### src/rtl/onehot_to_bin_stream.sv
// One-hot to binary encoder with a 2-entry output queue and error flagging (optional counter: ONEHOT_TO_BIN_ERR_CNT_EN).
// Latency: a word accepted at edge N appears at the head (valid_o=1) during cycle N+1; no input-to-output comb path.
// Backpressure: ready_o is registered (fill count < 2); while full, valid_i is ignored and the word must be held upstream.
module onehot_to_bin_stream #(
    parameter int ONEHOT_WIDTH = 8,
    parameter int BIN_WIDTH    = $clog2(ONEHOT_WIDTH),
    parameter int CNT_WIDTH    = 8
) (
    input  logic                    clk_i,
    input  logic                    rst_i,
    input  logic [ONEHOT_WIDTH-1:0] onehot_i,
    input  logic                    valid_i,
    output logic                    ready_o,
    output logic [BIN_WIDTH-1:0]    bin_o,
    output logic                    zero_o,
    output logic                    multi_o,
    output logic                    valid_o,
    input  logic                    ready_i,
    input  logic                    clr_i,
    output logic                    err_sticky_o,
    output logic [CNT_WIDTH-1:0]    err_cnt_o
);

    // One queue slot: encoded index plus the two error qualifiers.
    typedef struct packed {
        logic [BIN_WIDTH-1:0] bin;
        logic                 zero;
        logic                 multi;
    } entry_t;

    entry_t     enc;
    entry_t     head_q, head_d;
    entry_t     tail_q, tail_d;
    logic [1:0] cnt_q, cnt_d;
    logic       err_sticky_q, err_sticky_d;
    logic       push;
    logic       pop;
    logic       err_push;

    // Encode the incoming word: lowest set bit wins, zero and multi-hot flagged.
    always_comb begin
        enc       = '0;
        enc.zero  = (onehot_i == '0);
        // Clearing the lowest set bit leaves something only if two or more were set.
        enc.multi = ((onehot_i & (onehot_i - ONEHOT_WIDTH'(1))) != '0);
        for (int i = ONEHOT_WIDTH - 1; i >= 0; i--) begin
            if (onehot_i[i]) begin
                enc.bin = BIN_WIDTH'(i);
            end
        end
    end

    // Handshake qualifiers; ready/valid come straight from the fill count flop.
    always_comb begin
        ready_o  = (cnt_q < 2'd2);
        valid_o  = (cnt_q != 2'd0);
        push     = valid_i && ready_o;
        pop      = valid_o && ready_i;
        err_push = push && (enc.zero || enc.multi);
    end

    // Queue update: head slot always drives the outputs, tail slot backs it up.
    always_comb begin
        cnt_d  = cnt_q;
        head_d = head_q;
        tail_d = tail_q;
        case ({push, pop})
            2'b10: begin
                cnt_d = cnt_q + 2'd1;
                if (cnt_q == 2'd0) begin
                    head_d = enc;
                end else begin
                    tail_d = enc;
                end
            end
            2'b01: begin
                cnt_d = cnt_q - 2'd1;
                // Draining to empty leaves the old head in place, so outputs hold.
                if (cnt_q == 2'd2) begin
                    head_d = tail_q;
                end
            end
            2'b11: begin
                // Only reachable with one entry: the new word replaces the departing head.
                head_d = enc;
            end
            default: begin
            end
        endcase
    end

    // Sticky error: clear first so a simultaneous error push still sets it.
    always_comb begin
        err_sticky_d = err_sticky_q;
        if (clr_i) begin
            err_sticky_d = 1'b0;
        end
        if (err_push) begin
            err_sticky_d = 1'b1;
        end
    end

    // Queue and sticky-flag registers.
    always_ff @(posedge clk_i) begin
        if (rst_i) begin
            cnt_q        <= 2'd0;
            head_q       <= '0;
            tail_q       <= '0;
            err_sticky_q <= 1'b0;
        end else begin
            cnt_q        <= cnt_d;
            head_q       <= head_d;
            tail_q       <= tail_d;
            err_sticky_q <= err_sticky_d;
        end
    end

    assign bin_o        = head_q.bin;
    assign zero_o       = head_q.zero;
    assign multi_o      = head_q.multi;
    assign err_sticky_o = err_sticky_q;

`ifdef ONEHOT_TO_BIN_ERR_CNT_EN
    logic [CNT_WIDTH-1:0] err_cnt_q, err_cnt_d;

    // Saturating error count; a clear coinciding with an error push restarts at 1.
    always_comb begin
        err_cnt_d = err_cnt_q;
        if (clr_i) begin
            err_cnt_d = '0;
        end
        if (err_push) begin
            if (clr_i) begin
                err_cnt_d = CNT_WIDTH'(1);
            end else if (err_cnt_q != {CNT_WIDTH{1'b1}}) begin
                err_cnt_d = err_cnt_q + CNT_WIDTH'(1);
            end
        end
    end

    // Error counter register.
    always_ff @(posedge clk_i) begin
        if (rst_i) begin
            err_cnt_q <= '0;
        end else begin
            err_cnt_q <= err_cnt_d;
        end
    end

    assign err_cnt_o = err_cnt_q;
`else
    assign err_cnt_o = '0;
`endif

endmodule

### config.mk
export PLATFORM = sky130hd
export DESIGN_NAME = onehot_to_bin_stream
export DESIGN_NICKNAME = d
export VERILOG_FILES = /design/src/rtl/onehot_to_bin_stream.sv
export SDC_FILE = /design/constraint.sdc
export NUM_CORES = 1
export LEC_CHECK = 0
export ABC_CLOCK_PERIOD_IN_PS = 4460
export BUFFER_PORTS_ARGS = -buffer_cell sky130_fd_sc_hd__buf_4
export CAP_MARGIN = 20
export CORE_UTILIZATION = 43
export CTS_BUF_LIST = sky130_fd_sc_hd__clkbuf_8
export CTS_CLUSTER_DIAMETER = 80
export DETAILED_ROUTE_END_ITERATION = 10
export GPL_ROUTABILITY_DRIVEN = 0
export GPL_TIMING_DRIVEN = 0
export HOLD_SLACK_MARGIN = 0.06
export PLACE_DENSITY = 0.77
export SLEW_MARGIN = 10
export SYNTH_ARGS = -nofsm -noshare
export SYNTH_HDL_FRONTEND = slang
export SYNTH_SLANG_ARGS = --single-unit
### constraint.sdc
create_clock -name clk_i -period 4.46 [get_ports clk_i]
set_input_delay 0.223 -clock clk_i [delete_from_list [all_inputs] [get_ports clk_i]]
set_output_delay 0.223 -clock clk_i [all_outputs]
set_load 0.02 [all_outputs]
== Yosys cells after proc, flatten, opt, wreduce, memory -nomap -nowiden ==
Index checks and enable logic that the tools add are counted.

* Input bits: 13
* Output and inout port bits: 16
* Register bits: 13

* Bitwise gates (word level): 2
* Reductions and logical operators: 13
* Equality and inequality tests: 6
* Add/subtract/negate cells: 3
* Multiplexer cells: 14
* Magnitude comparators: 1

{| class="wikitable"
|+ Operators with widths
! operator !! number
|-
| 2-to-1 mux 3 bit || 8
|-
| case mux 5 bit (3 select lines) || 1
|-
| 2-to-1 mux 5 bit || 2
|-
| bitwise AND 8 bit || 1
|-
| zero test 8 bit || 1
|-
| nonzero test 8 bit || 1
|-
| subtractor 8 x 1 -> 8 bit (second input constant) || 1
|-
| equality test 2 bit (second input constant) || 3
|-
| nonzero test 2 bit || 3
|-
| != test 2 bit (second input constant) || 2
|-
| case mux 2 bit (2 select lines) || 1
|-
| logical AND 1 bit || 3
|-
| AND reduction 3 bit || 1
|-
| nonzero test 3 bit || 1
|-
| adder 2 x 1 -> 2 bit (second input constant) || 1
|-
| equality test 2 x 1 -> 1 bit (second input constant) || 1
|-
| zero test 2 bit || 1
|-
| less-than comparator 2 bit (second input constant) || 1
|-
| 2-to-1 mux 1 bit || 2
|-
| AND reduction 2 bit || 1
|-
| subtractor 2 x 1 -> 2 bit (second input constant) || 1
|-
| logical OR 1 bit || 1
|-
| NOT 1 bit || 1
|}

== Depth between registers and ports, before layout ==
* Depth in word-level cells: 10
* Gate-level depth with buffers: 10
* Gate-level depth less buffers: 9

== Worst setup path before layout ==
No wires, ideal clock.

* Path type: register to register
* From: register cnt_q[0]
* To: register head_q (netlist bit bin_o[0])
* Clock period less this slack: 2.075 ns
* Arrival: 1.954 ns
* Stages on the path, launching flop included: 11
* Path slack: 2.385 ns
* Buffers on the path: 1
* Required time: 4.338 ns
* Path through: dfxtp_1 -> or2_2 -> nand2_1 -> inv_1 -> ha_1 -> mux2_2 -> o22ai_1 -> nand2b_1 -> clkbuf_1 -> a211oi_1 -> nor3_1

* Word-level cells in the longest chain between the ends: 5
* Elaborated cells between the ends (all ways): 14
* Those cells by class: 1 x order compare; 6 x eq/ne; 1 x mux; 6 x reduce/logical

{| class="wikitable"
|+ RTL lines
! what !! RTL line !! RTL
|-
| from (decl) || 34 || <nowiki>logic [1:0] cnt_q, cnt_d;</nowiki>
|-
| from (signal assigned) || 111 || <nowiki>cnt_q <= cnt_d;</nowiki>
|-
| nonzero test 2 bit (*) || 56 || <nowiki>valid_o = (cnt_q != 2'd0);</nowiki>
|-
| via valid_o || 17 || <nowiki>output logic valid_o,</nowiki>
|-
| logical AND 1 bit (*) || 58 || <nowiki>pop = valid_o && ready_i;</nowiki>
|-
| equality test 2 x 1 -> 1 bit / equality test 2 bit (equally long branches) || 67 || <nowiki>case ({push, pop})</nowiki>
|-
| != test 2 bit (no source line) / nonzero test 3 bit (equally long branches) || -- ||
|-
| AND reduction 3 bit (no source line) || -- ||
|-
| to (signal assigned) || 107 || <nowiki>head_q <= '0;</nowiki>
|-
| to (signal assigned) || 112 || <nowiki>head_q <= head_d;</nowiki>
|-
| to (decl) || 32 || <nowiki>entry_t head_q, head_d;</nowiki>
|}

The timed path passes the listed nets; every way through them passes the cells marked *.
A chain may end at the register's enable or synchronous reset.

== Worst setup path in the final report ==
* From: register cnt_q[0]
* To: register head_q (netlist bit bin_o[0])

* Word-level cells in the longest chain between the ends: 5
* Elaborated cells between the ends (all ways): 14
* Those cells by class: 1 x order compare; 6 x eq/ne; 1 x mux; 6 x reduce/logical

{| class="wikitable"
|+ RTL lines
! what !! RTL line
|-
| less-than comparator 2 bit / nonzero test 2 bit (equally long branches) || 55, 56
|-
| logical AND 1 bit, on equally long branches || 57, 58
|-
| equality test 2 x 1 -> 1 bit / equality test 2 bit (equally long branches) || 67
|-
| != test 2 bit (no source line) / nonzero test 3 bit (equally long branches) || --
|-
| AND reduction 3 bit (no source line) || --
|}

Parallel ways exist; a longest one is shown, timed or not.

==> qor.yml <==
hold_path:
  hold_class: "in2reg"
  whs_path_depth: 2
floorplan:
  die-area_um2: 2070
  die_h_um: 45.5
  fp.coreArea_um2: 1750
  io_pins: 29
  die_w_um: 45.5
  start_util: 0.465
  rows: 15
status:
  status: "finished, final reports clean"
global_routing:
  grt_use_total: 0.173
  grt_max_degree: 11
  antenna_found_initial: 0
  grt_pass1_wl_um: 2570
  grt-ovfl-total: 0
  grt_pass1_vias: 663
finish:
  final_layout_size_suffix_gt1_frac: 0.275
  fill_cells: 160
  diodes: 0
  area_delta_synth_final_pct: 31.1
  mostFrequentLayoutCells: "buf_4, dfxtp_1, nor2_1, a21oi_1, conb_1"
  seq_area_um2: 260
  layout_commonest_cell: "buf_4"
  fin_nets: 148
  multi_input_area_um2: 487
yosys:
  yosysWarnings: 0
  synthCells: 100
  ys_ff_latch: 13
  syn_area_um2: 812
  ys_seq_area_frac: 0.320
  avgSynthCellArea_um2: 8.12
  ys_types: 33
routing:
  vias: 756
  dr.pass1.iters: 4
  drc: 0
  ant_nets: 0
  avgRoutedWirePerCell_um: 10.3
  drt_wl_total_um: 1610
  drt_iter0_drc: 13
  via_per_inst: 4.85
pwr:
  comb_power_share: 0.515
  leakagePower_uw: 0.000488
  intPower_uw: 338
  power_density_nw_per_um2: 516
  switching_power_uw: 212
  max-vdd-ir-drop_uv: 287
  p_clk_frac: 0.184
  swShare: 0.386
  pwr-share-seq: 0.301
cts:
  cts.sinks: 13
  cts_max_path_buffers: 2
  cts_resized: 0
  post_cts_buffers: 0
  cts_tree: "built"
  htreeDepth: 1
  cts_buffers: 3
  clk_pin_slew_ns: 0.05
  hold_buffers: 0
  clockRootBuffer: "clkbuf_8"
  clk_latency_ns: 0.24
worst_setup_path:
  crit_type: "reg2reg"
  r2r_slack_ns: 2.25
  worst_ep_required_time_ns: 4.58
  worstPathArrival_ns: 2.33
  crit_path_max_fanout: 8
  start_kind: "flop"
  endpoint_kind: "flop"
  reg2regPathDepth: 10
timing:
  period_needed_ns: 2.21
  finalHoldViolations: 0
  skew_ns: 0.000338
  rsz0062_at_grt: "false"
  min_period_over_period: 0.496
  fmax_mhz: 452
  timing.final.max_slew_violations: 0
  final-setup-viol-count: 0
  layout_setup_ws_ns: 2.25
  setup_tns_ns: 0
job:
  drv_cap: 0
place:
  hpwl_um: 1270
  place_worst_setup_slack_ns: 2.25
  io_buffers: 20
state kept, by name, summed over array words and instances (netlist names):
register,cells
err_sticky_o,1
multi_o,1
zero_o,1
cnt_q,2
bin_o,3
tail_q,5
per-layer routing:
metal  track usage  share of wire
met5             0              0
met1         0.197           0.43
met4        0.0364              0
met2         0.309           0.50
met3        0.0595          0.063
kinds of logic (layout without fill, tap and decap cells):
kind of cell / after synthesis / count (layout) / synth area share
AO/OA/AOI/OAI: 22 / 22 / 0.180
adder cells (fa/ha/maj): 4 / 4 / 0.0586
flip-flops: 13 / 13 / 0.320
multiplexers: 5 / 5 / 0.0647
other: 1 / 8 / 0.00462
buffers and inverters: 16 / 40 / 0.112
XOR/XNOR: 3 / 3 / 0.0324
AND/OR/NAND/NOR: 36 / 36 / 0.227
synthesized netlist by cell type:
library cell,instances,share of area
inv_1,4,0.018
or3_1,1,0.0077
maj3_1,1,0.012
buf_2,1,0.0062
o21bai_1,1,0.0092
a21oi_1,8,0.049
nor3b_1,1,0.0092
or4_1,1,0.0092
conb_1,1,0.0046
dfxtp_1,13,0.32
xor2_1,1,0.011
xnor2_1,2,0.022
ha_1,3,0.046
nor4_1,2,0.015
o21ai_0,3,0.018
clkbuf_1,3,0.014
nand2_1,5,0.023
nor2b_1,5,0.039
o31ai_1,1,0.0092
a2111oi_2,1,0.018
mux2_2,2,0.028
nand2b_1,3,0.023
nor3_1,6,0.037
nor2_1,10,0.046
o21ai_1,1,0.0062
a2111oi_1,1,0.012
or2_2,1,0.0077
o22ai_1,1,0.0077
a2111oi_0,2,0.022
nand3b_1,1,0.0092
buf_4,8,0.074
a211oi_1,3,0.028
mux2i_1,3,0.037
final timing paths:
check                  end      from
setup / recovery  bin_o[0]  cnt_q[0]
hold / removal    bin_o[1]     rst_i
setup reg to reg  bin_o[0]  cnt_q[0]
hold reg to reg    multi_o   multi_o
final cells by class:
cell class                 instances  share of cell area
sequential                        13               0.244
multi-input combinational         78               0.457
buffer                            12              0.0717
timing repair buffer              20               0.141
tap                               25              0.0294
clock buffer                       3              0.0388
clock inverter                     1             0.00353
inverter                           4              0.0141
through the flow:
| stage | cell area [µm²] | power (µW) | cells | util | hold WS (ns) |
|---|---|---|---|---|---|
| 2_1_floorplan | 838 | 365 | 107 | - | 0.302 |
| 3_3_place_gp | 1020 | 444 | 152 | 0.584 | 0.419 |
| 3_5_place_dp | 1020 | 452 | 152 | 0.584 | 0.425 |
| 4_1_cts | 1060 | 555 | 156 | 0.610 | 0.172 |
| 5_1_grt | 1060 | 589 | 156 | 0.610 | 0.171 |
| 6_report | 1060 | 550 | 156 | 0.610 | 0.173 |
power groups by stage:
stage / clock network (µW) / logic, µW / registers, µW
5_1_grt: 109 / 311 / 170
3_3_place_gp: 0 / 277 / 167
2_1_floorplan: 0 / 178 / 187
3_5_place_dp: 0 / 284 / 168
6_report: 101 / 283 / 166
4_1_cts: 104 / 285 / 165
worst max-delay path, cell delays in order, from the launching register on:
cell      delay, ns
dfxtp_1        0.34
or2_2          0.31
nand2_1        0.12
inv_1          0.05
ha_1           0.21
mux2_2         0.26
o22ai_1        0.18
nand2b_1       0.08
clkbuf_1       0.19
a211oi_1       0.26
nor3_1         0.08
Note: power is estimated with default switching activity, not from simulation.
